**config.mk**
```make
export PLATFORM = sky130hd
export DESIGN_NAME = coproc_sequencer_flat
export DESIGN_NICKNAME = d
export VERILOG_FILES = /design/src/rtl/coproc_sequencer_if.sv /design/src/rtl/coproc_sequencer.sv /design/src/flat_wrapper.sv
export SDC_FILE = /design/constraint.sdc
export NUM_CORES = 1
export LEC_CHECK = 0
export BUFFER_PORTS_ARGS = -buffer_cell sky130_fd_sc_hd__buf_2
export CORE_AREA = 10 10 189 102
export DETAILED_ROUTE_END_ITERATION = 8
export DIE_AREA = 0 0 199 112
export GPL_TIMING_DRIVEN = 0
export PLACE_DENSITY = 0.37
export SYNTH_ARGS = -nofsm -noshare
export SYNTH_HDL_FRONTEND = slang
export SYNTH_SLANG_ARGS = --single-unit
export TNS_END_PERCENT = 50
```
**constraint.sdc**
```tcl
create_clock -name i_clk -period 2.1 [get_ports i_clk]
set_clock_uncertainty 0.1 [all_clocks]
set_input_delay 0.21 -clock i_clk [delete_from_list [all_inputs] [get_ports i_clk]]
set_output_delay 0.21 -clock i_clk [all_outputs]
set_load 0.01 [all_outputs]
```
**src/rtl/coproc_sequencer_if.sv**
```systemverilog
// Handshake bundle between the command sequencer, the UART demux, the ALU and UART TX.
interface coproc_sequencer_if;
  localparam int unsigned DATA_W = 8;
  localparam int unsigned RES_W  = 16;

  logic              i_cmd_done;
  logic [DATA_W-1:0] i_num_1;
  logic [DATA_W-1:0] i_num_2;
  logic [DATA_W-1:0] i_opcode;
  logic [DATA_W-1:0] o_alu_a;
  logic [DATA_W-1:0] o_alu_b;
  logic [DATA_W-1:0] o_alu_op;
  logic              o_alu_start;
  logic              i_alu_done;
  logic [RES_W-1:0]  i_alu_result;
  logic [DATA_W-1:0] o_tx_data;
  logic              o_tx_start;
  logic              i_tx_busy;
  logic              o_busy;
  logic [DATA_W-1:0] o_drop_count;

  // Sequencer side
  modport slave (
    input  i_cmd_done, i_num_1, i_num_2, i_opcode, i_alu_done, i_alu_result, i_tx_busy,
    output o_alu_a, o_alu_b, o_alu_op, o_alu_start, o_tx_data, o_tx_start, o_busy,
           o_drop_count
  );

  // Environment side (demux, ALU, UART TX)
  modport master (
    output i_cmd_done, i_num_1, i_num_2, i_opcode, i_alu_done, i_alu_result, i_tx_busy,
    input  o_alu_a, o_alu_b, o_alu_op, o_alu_start, o_tx_data, o_tx_start, o_busy,
           o_drop_count
  );
endinterface

```
**src/rtl/coproc_sequencer.sv**
```systemverilog
// Co-processor command sequencer: validates a command, runs the ALU with a timeout,
// then streams a status/result-high/result-low frame to UART TX.
module coproc_sequencer #(
  parameter logic [7:0]  MAX_OPCODE     = 8'd15,
  parameter logic [15:0] TIMEOUT_CYCLES = 16'd1000
) (
  input  logic               i_clk,
  input  logic               reset,
  coproc_sequencer_if.slave  bus
);
  localparam int unsigned DATA_W = 8;
  localparam int unsigned RES_W  = 16;
  localparam int unsigned CNT_W  = 16;
  localparam int unsigned IDX_W  = 2;

  localparam logic [2:0] S_IDLE     = 3'd0;
  localparam logic [2:0] S_LAUNCH   = 3'd1;
  localparam logic [2:0] S_WAIT_ALU = 3'd2;
  localparam logic [2:0] S_SEND     = 3'd3;
  localparam logic [2:0] S_WAIT_ACK = 3'd4;
  localparam logic [2:0] S_WAIT_TX  = 3'd5;

  logic [2:0]        state_q, state_d;
  logic              prev_done_q, prev_done_d;
  logic [DATA_W-1:0] alu_a_q, alu_a_d;
  logic [DATA_W-1:0] alu_b_q, alu_b_d;
  logic [DATA_W-1:0] alu_op_q, alu_op_d;
  logic              alu_start_q, alu_start_d;
  logic [DATA_W-1:0] status_q, status_d;
  logic [RES_W-1:0]  result_q, result_d;
  logic [IDX_W-1:0]  idx_q, idx_d;
  logic [CNT_W-1:0]  cnt_q, cnt_d;
  logic [DATA_W-1:0] tx_data_q, tx_data_d;
  logic              tx_start_q, tx_start_d;
  logic              busy_q, busy_d;
  logic [DATA_W-1:0] drop_q, drop_d;
  logic              cmd_edge;
  logic [DATA_W-1:0] cur_byte;

  assign cmd_edge = bus.i_cmd_done & ~prev_done_q;

  // Select the frame byte for the current index
  always_comb begin
    case (idx_q)
      2'd0:    cur_byte = status_q;
      2'd1:    cur_byte = result_q[15:8];
      default: cur_byte = result_q[7:0];
    endcase
  end

  // Next-state and registered-output logic
  always_comb begin
    state_d     = state_q;
    prev_done_d = bus.i_cmd_done;
    alu_a_d     = alu_a_q;
    alu_b_d     = alu_b_q;
    alu_op_d    = alu_op_q;
    status_d    = status_q;
    result_d    = result_q;
    idx_d       = idx_q;
    cnt_d       = cnt_q;
    tx_data_d   = tx_data_q;
    tx_start_d  = 1'b0;
    drop_d      = drop_q;

    // Any edge outside IDLE is discarded but counted, saturating
    if (cmd_edge && (state_q != S_IDLE) && (drop_q != 8'hFF)) begin
      drop_d = drop_q + 8'd1;
    end

    case (state_q)
      S_IDLE: begin
        if (cmd_edge) begin
          alu_a_d  = bus.i_num_1;
          alu_b_d  = bus.i_num_2;
          alu_op_d = bus.i_opcode;
          idx_d    = 2'd0;
          if (bus.i_opcode <= MAX_OPCODE) begin
            state_d = S_LAUNCH;
          end else begin
            status_d = 8'h02;
            result_d = 16'h0000;
            state_d  = S_SEND;
          end
        end
      end
      S_LAUNCH: begin
        cnt_d   = '0;
        state_d = S_WAIT_ALU;
      end
      S_WAIT_ALU: begin
        cnt_d = cnt_q + 16'd1;
        if (bus.i_alu_done) begin
          result_d = bus.i_alu_result;
          status_d = 8'h00;
          state_d  = S_SEND;
        end else if (cnt_q == TIMEOUT_CYCLES - 16'd1) begin
          result_d = 16'h0000;
          status_d = 8'h01;
          state_d  = S_SEND;
        end
      end
      S_SEND: begin
        if (!bus.i_tx_busy) begin
          tx_data_d  = cur_byte;
          tx_start_d = 1'b1;
          state_d    = S_WAIT_ACK;
        end
      end
      S_WAIT_ACK: begin
        if (bus.i_tx_busy) state_d = S_WAIT_TX;
      end
      S_WAIT_TX: begin
        if (!bus.i_tx_busy) begin
          if (idx_q == 2'd2) begin
            state_d = S_IDLE;
          end else begin
            idx_d   = idx_q + 2'd1;
            state_d = S_SEND;
          end
        end
      end
      default: state_d = S_IDLE;
    endcase

    // Start pulse is registered so it is high exactly during the LAUNCH cycle
    alu_start_d = (state_d == S_LAUNCH);
    busy_d      = (state_d != S_IDLE);
  end

  // State and output registers
  always_ff @(posedge i_clk or negedge reset) begin
    if (!reset) begin
      state_q     <= S_IDLE;
      prev_done_q <= 1'b0;
      alu_a_q     <= '0;
      alu_b_q     <= '0;
      alu_op_q    <= '0;
      alu_start_q <= 1'b0;
      status_q    <= '0;
      result_q    <= '0;
      idx_q       <= '0;
      cnt_q       <= '0;
      tx_data_q   <= '0;
      tx_start_q  <= 1'b0;
      busy_q      <= 1'b0;
      drop_q      <= '0;
    end else begin
      state_q     <= state_d;
      prev_done_q <= prev_done_d;
      alu_a_q     <= alu_a_d;
      alu_b_q     <= alu_b_d;
      alu_op_q    <= alu_op_d;
      alu_start_q <= alu_start_d;
      status_q    <= status_d;
      result_q    <= result_d;
      idx_q       <= idx_d;
      cnt_q       <= cnt_d;
      tx_data_q   <= tx_data_d;
      tx_start_q  <= tx_start_d;
      busy_q      <= busy_d;
      drop_q      <= drop_d;
    end
  end

  assign bus.o_alu_a      = alu_a_q;
  assign bus.o_alu_b      = alu_b_q;
  assign bus.o_alu_op     = alu_op_q;
  assign bus.o_alu_start  = alu_start_q;
  assign bus.o_tx_data    = tx_data_q;
  assign bus.o_tx_start   = tx_start_q;
  assign bus.o_busy       = busy_q;
  assign bus.o_drop_count = drop_q;
endmodule

```
**src/flat_wrapper.sv**
```systemverilog
// flat-port wrapper written by rule: the top's interface ports become plain ports
module coproc_sequencer_flat 
#(
  parameter logic [7:0]  MAX_OPCODE     = 8'd15,
  parameter logic [15:0] TIMEOUT_CYCLES = 16'd1000
)
  (i_clk, reset, bus_i_cmd_done, bus_i_num_1, bus_i_num_2, bus_i_opcode, bus_i_alu_done, bus_i_alu_result, bus_i_tx_busy, bus_o_alu_a, bus_o_alu_b, bus_o_alu_op, bus_o_alu_start, bus_o_tx_data, bus_o_tx_start, bus_o_busy, bus_o_drop_count);
  coproc_sequencer_if bus_i ();
  input  logic i_clk;
  input  logic reset;
  input wire logic [$bits(bus_i.i_cmd_done)-1:0] bus_i_cmd_done;
  input wire logic [$bits(bus_i.i_num_1)-1:0] bus_i_num_1;
  input wire logic [$bits(bus_i.i_num_2)-1:0] bus_i_num_2;
  input wire logic [$bits(bus_i.i_opcode)-1:0] bus_i_opcode;
  input wire logic [$bits(bus_i.i_alu_done)-1:0] bus_i_alu_done;
  input wire logic [$bits(bus_i.i_alu_result)-1:0] bus_i_alu_result;
  input wire logic [$bits(bus_i.i_tx_busy)-1:0] bus_i_tx_busy;
  output wire logic [$bits(bus_i.o_alu_a)-1:0] bus_o_alu_a;
  output wire logic [$bits(bus_i.o_alu_b)-1:0] bus_o_alu_b;
  output wire logic [$bits(bus_i.o_alu_op)-1:0] bus_o_alu_op;
  output wire logic [$bits(bus_i.o_alu_start)-1:0] bus_o_alu_start;
  output wire logic [$bits(bus_i.o_tx_data)-1:0] bus_o_tx_data;
  output wire logic [$bits(bus_i.o_tx_start)-1:0] bus_o_tx_start;
  output wire logic [$bits(bus_i.o_busy)-1:0] bus_o_busy;
  output wire logic [$bits(bus_i.o_drop_count)-1:0] bus_o_drop_count;
  assign bus_i.i_cmd_done = bus_i_cmd_done;
  assign bus_i.i_num_1 = bus_i_num_1;
  assign bus_i.i_num_2 = bus_i_num_2;
  assign bus_i.i_opcode = bus_i_opcode;
  assign bus_i.i_alu_done = bus_i_alu_done;
  assign bus_i.i_alu_result = bus_i_alu_result;
  assign bus_i.i_tx_busy = bus_i_tx_busy;
  assign bus_o_alu_a = bus_i.o_alu_a;
  assign bus_o_alu_b = bus_i.o_alu_b;
  assign bus_o_alu_op = bus_i.o_alu_op;
  assign bus_o_alu_start = bus_i.o_alu_start;
  assign bus_o_tx_data = bus_i.o_tx_data;
  assign bus_o_tx_start = bus_i.o_tx_start;
  assign bus_o_busy = bus_i.o_busy;
  assign bus_o_drop_count = bus_i.o_drop_count;
  coproc_sequencer #(.MAX_OPCODE(MAX_OPCODE), .TIMEOUT_CYCLES(TIMEOUT_CYCLES)) u_core (.i_clk(i_clk), .reset(reset), .bus(bus_i));
endmodule
```
Word-level counts from Yosys, hierarchy flattened. Index checks and enable logic that the tools add are counted.

Add/sub/neg operators: 3. $lt $le $gt $ge: 1. Eq/ne operators: 15. Muxes and demuxes: 27. Bitwise operators: 3. Reduce and logical (&&, ||, !) cells: 13.

Operators with widths (count): $mux W16 (4); $pmux W16 S2 (2); $mux W8 (4); $pmux W8 S2 (2); $mux W3 (6); $pmux W3 S6 (1); $add A16 B1 Y16 const B (1); $eq A16 B10 Y1 const B (1); $mux W2 (5); $add A8 B1 Y8 const B (1); $le A8 B4 Y1 const B (1); $ne A8 B8 Y1 const B (1); $reduce_and A4 Y1 (2); $eq A3 B1 Y1 const B (2); $eq A3 B2 Y1 const B (2); $eq A3 B3 Y1 const B (2); $ne A2 B2 Y1 const B (3); $reduce_bool A2 Y1 (3); $reduce_bool A3 Y1 (2); $pmux W2 S2 (1); $reduce_and A2 Y1 (2); $logic_not A3 Y1 (1); $ne A3 B2 Y1 const B (1); $add A2 B1 Y2 const B (1); 8 further kinds (11).

Register bits: 89. Bits of input ports: 45. Output and inout port bits: 43. Logic and storage cells: 76.

Depth between registers and ports, before layout.
Word-level depth: 5. Depth in mapped cells: 7. Gate-level depth less buffers: 6.

Worst setup path before layout. No wires, ideal clock.

Path type: flip-flop to flip-flop. From: reg u_core.drop_q[0], in the netlist u_core.bus.o_drop_count[0]. To: reg u_core.drop_q[1], in the netlist u_core.bus.o_drop_count[1]. Setup time: 125 ps. Arrival time: 1642 ps. Data required time: 1875 ps. Setup slack: 234 ps. Cell stages (with the launch flop): 5. Path buffers: 0. Period minus slack after synthesis: 1866 ps. Cells stage by stage: dfrtp_1 > ha_1 > and3_1 > a211oi_2 > mux2_2.

Word-level cells in the longest chain between the ends: 2. Elaborated cells on any way between the ends: 3. Classes of those cells: 1 x add/sub; 1 x eq/ne; 1 x reduce/logical.

Ends and longest elaborated chain: from (decl) (RTL line coproc_sequencer.sv:36) `logic [DATA_W-1:0] drop_q, drop_d;`; from (signal assigned) (RTL line coproc_sequencer.sv:162) `drop_q <= drop_d;`; parallel branches: the longest is 2 deep, another holds $add A8 B1 Y8.

Parallel ways; which one is timed is not known. A chain may end at the register's enable or synchronous reset.

Final worst setup path.
From: in bus_i_opcode[4]. To: reg u_core.busy_q, in the netlist u_core.bus.o_busy.

Word-level cells in the longest chain between the ends: 5.

Ends and longest elaborated chain: from (decl) (RTL line flat_wrapper.sv:14) `input wire logic [$bits(bus_i.i_opcode)-1:0] bus_i_opcode;`; $le A8 B4 Y1 (RTL line coproc_sequencer.sv:78) `if (bus.i_opcode <= MAX_OPCODE) begin`; $mux W2 (RTL line coproc_sequencer.sv:78); $mux W3 (RTL line coproc_sequencer.sv:73) `if (cmd_edge) begin`; $pmux W3 S6 (RTL line coproc_sequencer.sv:71) `case (state_q)`; $reduce_bool A3 Y1 (RTL line coproc_sequencer.sv:128) `busy_d = (state_d != S_IDLE);`; net u_core.busy_d (RTL line coproc_sequencer.sv:35) `logic busy_q, busy_d;`; to (signal assigned) (RTL line coproc_sequencer.sv:161) `busy_q <= busy_d;`; to (decl) (RTL line coproc_sequencer.sv:35).

The timed path passes the listed nets, and every way through them passes these cells.

==> flow_summary.ini <==
[final_layout]
final_nets = 480
drive_gt1_share_pct = 35.4
multiInputGateArea_mm2 = 0.00147
final_area_mm2 = 0.00503
seq_area_mm2 = 0.00208
finalNonFillerCells = 646
fill_cells = 1684
syn_to_final_growth_pct = 38.3

[worst_setup_path]
reg2reg_slack_ns = 0.10
path_class = in -> reg
crit_arrival_ns = 2.17
end_kind = flip-flop
cp.required_ns = 2.22
r2r_end = u_core.bus.o_drop_count[1]
cp_cell_sequence = dlygate4sd3_1, buf_2, or4_4, and3b_1, or3_1, nand3b_1
cp.buffers_inverters = 2
slowest_delay_ns = 0.54
r2r_cells = 4
crit_path_start_kind = input port
critPathSlowestCell = dlygate4sd3_1
cp_max_fo = 4
r2r-start = u_core.bus.o_drop_count[0]
critPathTopFamily = simple AND/OR/NAND/NOR gates

[drt]
via_per_inst = 4.41
drc = 0
drtIter0Drc = 125
wire_per_inst_um = 16.4
vias = 2849
drt_first_pass_iters = 4
ant_nets = 0
totalWireLength_um = 10600

[pwr]
p_sw_share_pct = 35.4
intPower_mw = 4.32
switching_power_mw = 2.36
ir_worst_vdd_mv = 0.592
pwr-share-comb_pct = 37.3
power_frac_seq_pct = 38.3
p_leak_nw = 2.32
pwr-share-clk_pct = 24.5
powerDensity_mw_per_mm2 = 1330

[synth]
synth_area_leaders = dfrtp_1 57%, mux2_2 8.0%, a22o_1 4.8%, o21ai_0 2.1%, ha_1 1.7%
synthTopCellsByCount = 83 x dfrtp_1, 26 x mux2_2, 20 x a22o_1
synthesis.nets = 348
yosysSeqAreaShare_pct = 57.1
async_flop_share_pct = 100
synth.distinct_cells = 54
yosys_warnings = 0
avgSynthCellArea_um2 = 12.2
synth_ff_type = dfrtp_1
synth_largest_area_cell = dfrtp_1
yosys.cell_count.top_type = dfrtp_1
synth.top_cell.area_share_pct = 57.1
synth-edff-count = 0
synth_seq_cells = 83
synth_cells = 298
syn-cell-area_mm2 = 0.00364

[floorplan]
die_y_um = 112
die_area_mm2 = 0.0223
die_x_um = 199
row_count = 33
initial_core_util_pct = 22.7
placeableCoreArea_mm2 = 0.0160
io_pins = 88

[hold_path]
hold-path-endpoint = u_core.result_q[6]
whs_path_depth = 2
hold_path.class = in -> reg
hold_start = bus_i_alu_result[6]

[clock_network]
clk_latency_ns = 0.34
cts_buffers = 9
htree_levels = 3
clkTransAtPathRegs_ns = 0.07
clockRootBuffer = clkbuf_16
cts.sinks = 83
cts_tree = yes
clockBufferDepth = 2

[placed_design]
port_buffers = 87
dp_hpwl_um = 7560
dp.cells = 596
place_congestion = 0.708
place_area_mm2 = 0.00437

[grt]
grt_pass1_vias = 3164
antenna_found_initial = 0
grtUsageTotal_pct = 9.99
grt_remaining_overflow = 0
grt_pass1_wl_um = 17600
grt_max_degree = 66

[timing]
finalCriticalPeriod_ns = 2.05
setup_viol = 0
hold_violations = 0
finalCritPeriodShare_pct = 97.4
slew_violations = 0
fmax_ghz = 0.489
rsz0062_at_grt = true
hold_ws_ns = 0.0137
slew_headroom_pct = 61.8
worstMarginPinSlew_ns = 0.572

[flow_run]
maxCapViolations = 0

[status]
status = completed
==> cells by family (layout without fill, tap and decap cells) <==
kind of cell / count (synthesis) / count (layout) / share of synthesized area [%]
other: 0 / 1 / 0
XOR/XNOR: 8 / 8 / 1.93
multiplexers: 29 / 29 / 8.87
adder cells (fa/ha/maj): 5 / 5 / 1.72
AO/OA/AOI/OAI: 70 / 70 / 13.9
AND/OR/NAND/NOR: 83 / 83 / 13.5
buffers and inverters: 20 / 157 / 2.99
flip-flops: 83 / 83 / 57.1
==> worst max-delay path by stage <==
stage	start	to	slack, ns	depth (start not counted)
after floorplan	u_core.bus.o_drop_count[0]	u_core.bus.o_drop_count[1]	0.23	4
after global placement	reset	u_core.bus.o_alu_a[7]	-0.13	1
after detailed placement	u_core.state_q[2]	u_core.result_q[14]	-0.02	6
after CTS	u_core.state_q[1]	u_core.bus.o_alu_b[7]	0.01	6
after global routing	u_core.state_q[2]	u_core.cnt_q[11]	-0.08	6
final	bus_i_opcode[4]	u_core.bus.o_busy	0.05	6
==> worst reg2reg max path: cells and delay by family (launching register included) <==
family          cells  cell delay [ns]
simple gates        1             0.19
compound gates      1             0.53
flops               1             0.42
mux                 1             0.39
fa+ha+maj           1             0.26
==> metrics by stage <==
step           util, %  setup TNS (ns)  setup WS [ns]  power [mW]
3_3_place_gp      27.1           -9.57         -0.127        4.96
5_1_grt           31.4          -0.200        -0.0792        7.22
6_report          31.4               0         0.0541        6.68
4_1_cts           31.2               0         0.0144        6.75
2_1_floorplan        -               0          0.234        4.04
3_5_place_dp      27.3          -0.161        -0.0235        5.00
==> registers in the layout (all words and copies together), names as in the netlist <==
signal / cells
u_core.bus.o_alu_b: 8
u_core.prev_done_q: 1
u_core.bus.o_alu_a: 8
u_core.bus.o_tx_data: 8
u_core.result_q: 16
u_core.idx_q: 2
u_core.bus.o_busy: 1
u_core.cnt_q: 16
u_core.status_q: 2
u_core.bus.o_alu_start: 1
u_core.bus.o_alu_op: 8
u_core.bus.o_tx_start: 1
u_core.state_q: 3
u_core.bus.o_drop_count: 8
==> timing repair <==
item / in CTS / in global routing
endpoints found under the hold margin: 50 / 0
buffers inserted: 0 / 2
gates resized for setup: 0 / 6
pin swaps: 0 / 1
hold buffers: 33 / 0
endpoints found under the setup margin: 10 / 45
==> metal layers <==
metal	part of all wire (%)	global-route usage [%]	up-vias
met3	9.9	5.77	11
met5	0	0	-
met2	36	12.5	86
met4	1.3	2.63	0
li1	-	-	1369
met1	52	13.9	1383
==> layout by cell type, fill, tap and decap left out, types with 3 or more instances in the layout <==
| cell type | synthesis | final |
|---|---|---|
| a21oi_1 | 12 | 12 |
| a22o_1 | 20 | 20 |
| a22oi_1 | 6 | 6 |
| and3_1 | 6 | 6 |
| buf_2 | 6 | 92 |
| buf_4 | 1 | 4 |
| buf_6 | 3 | 3 |
| clkbuf_1 | 5 | 5 |
| clkbuf_16 | 0 | 9 |
| dfrtp_1 | 83 | 83 |
| dlygate4sd3_1 | 0 | 33 |
| ha_1 | 5 | 5 |
| inv_1 | 4 | 4 |
| mux2_2 | 26 | 26 |
| mux2i_1 | 3 | 3 |
| nand2_1 | 15 | 15 |
| nand3_1 | 10 | 10 |
| nand4_1 | 7 | 7 |
| nor2_1 | 14 | 13 |
| o211ai_1 | 3 | 3 |
| o21ai_0 | 15 | 15 |
| o31ai_1 | 4 | 4 |
| xnor2_1 | 6 | 6 |
==> power groups by stage <==
| stage | Clock, mW | Sequential, mW | Combinational [mW] |
|---|---|---|---|
| floorplan | 0 | 2.70 | 1.34 |
| global placement | 0 | 2.55 | 2.42 |
| detailed placement | 0 | 2.56 | 2.44 |
| CTS | 1.71 | 2.55 | 2.49 |
| global route | 1.76 | 2.64 | 2.81 |
| finish | 1.63 | 2.56 | 2.49 |
==> layout make-up <==
| class | instances | area share (%) |
|---|---|---|
| clock buffers | 11 | 4.82 |
| plain buffers | 14 | 1.72 |
| diodes | 1 | 0.0497 |
| repair buffers | 123 | 16.1 |
| well taps | 210 | 5.22 |
| clock inverters | 5 | 1.24 |
| flip-flops and latches | 83 | 41.3 |
| multi-input cells | 195 | 29.2 |
| inverters | 4 | 0.298 |
Note: power is estimated with default switching activity, not from simulation.
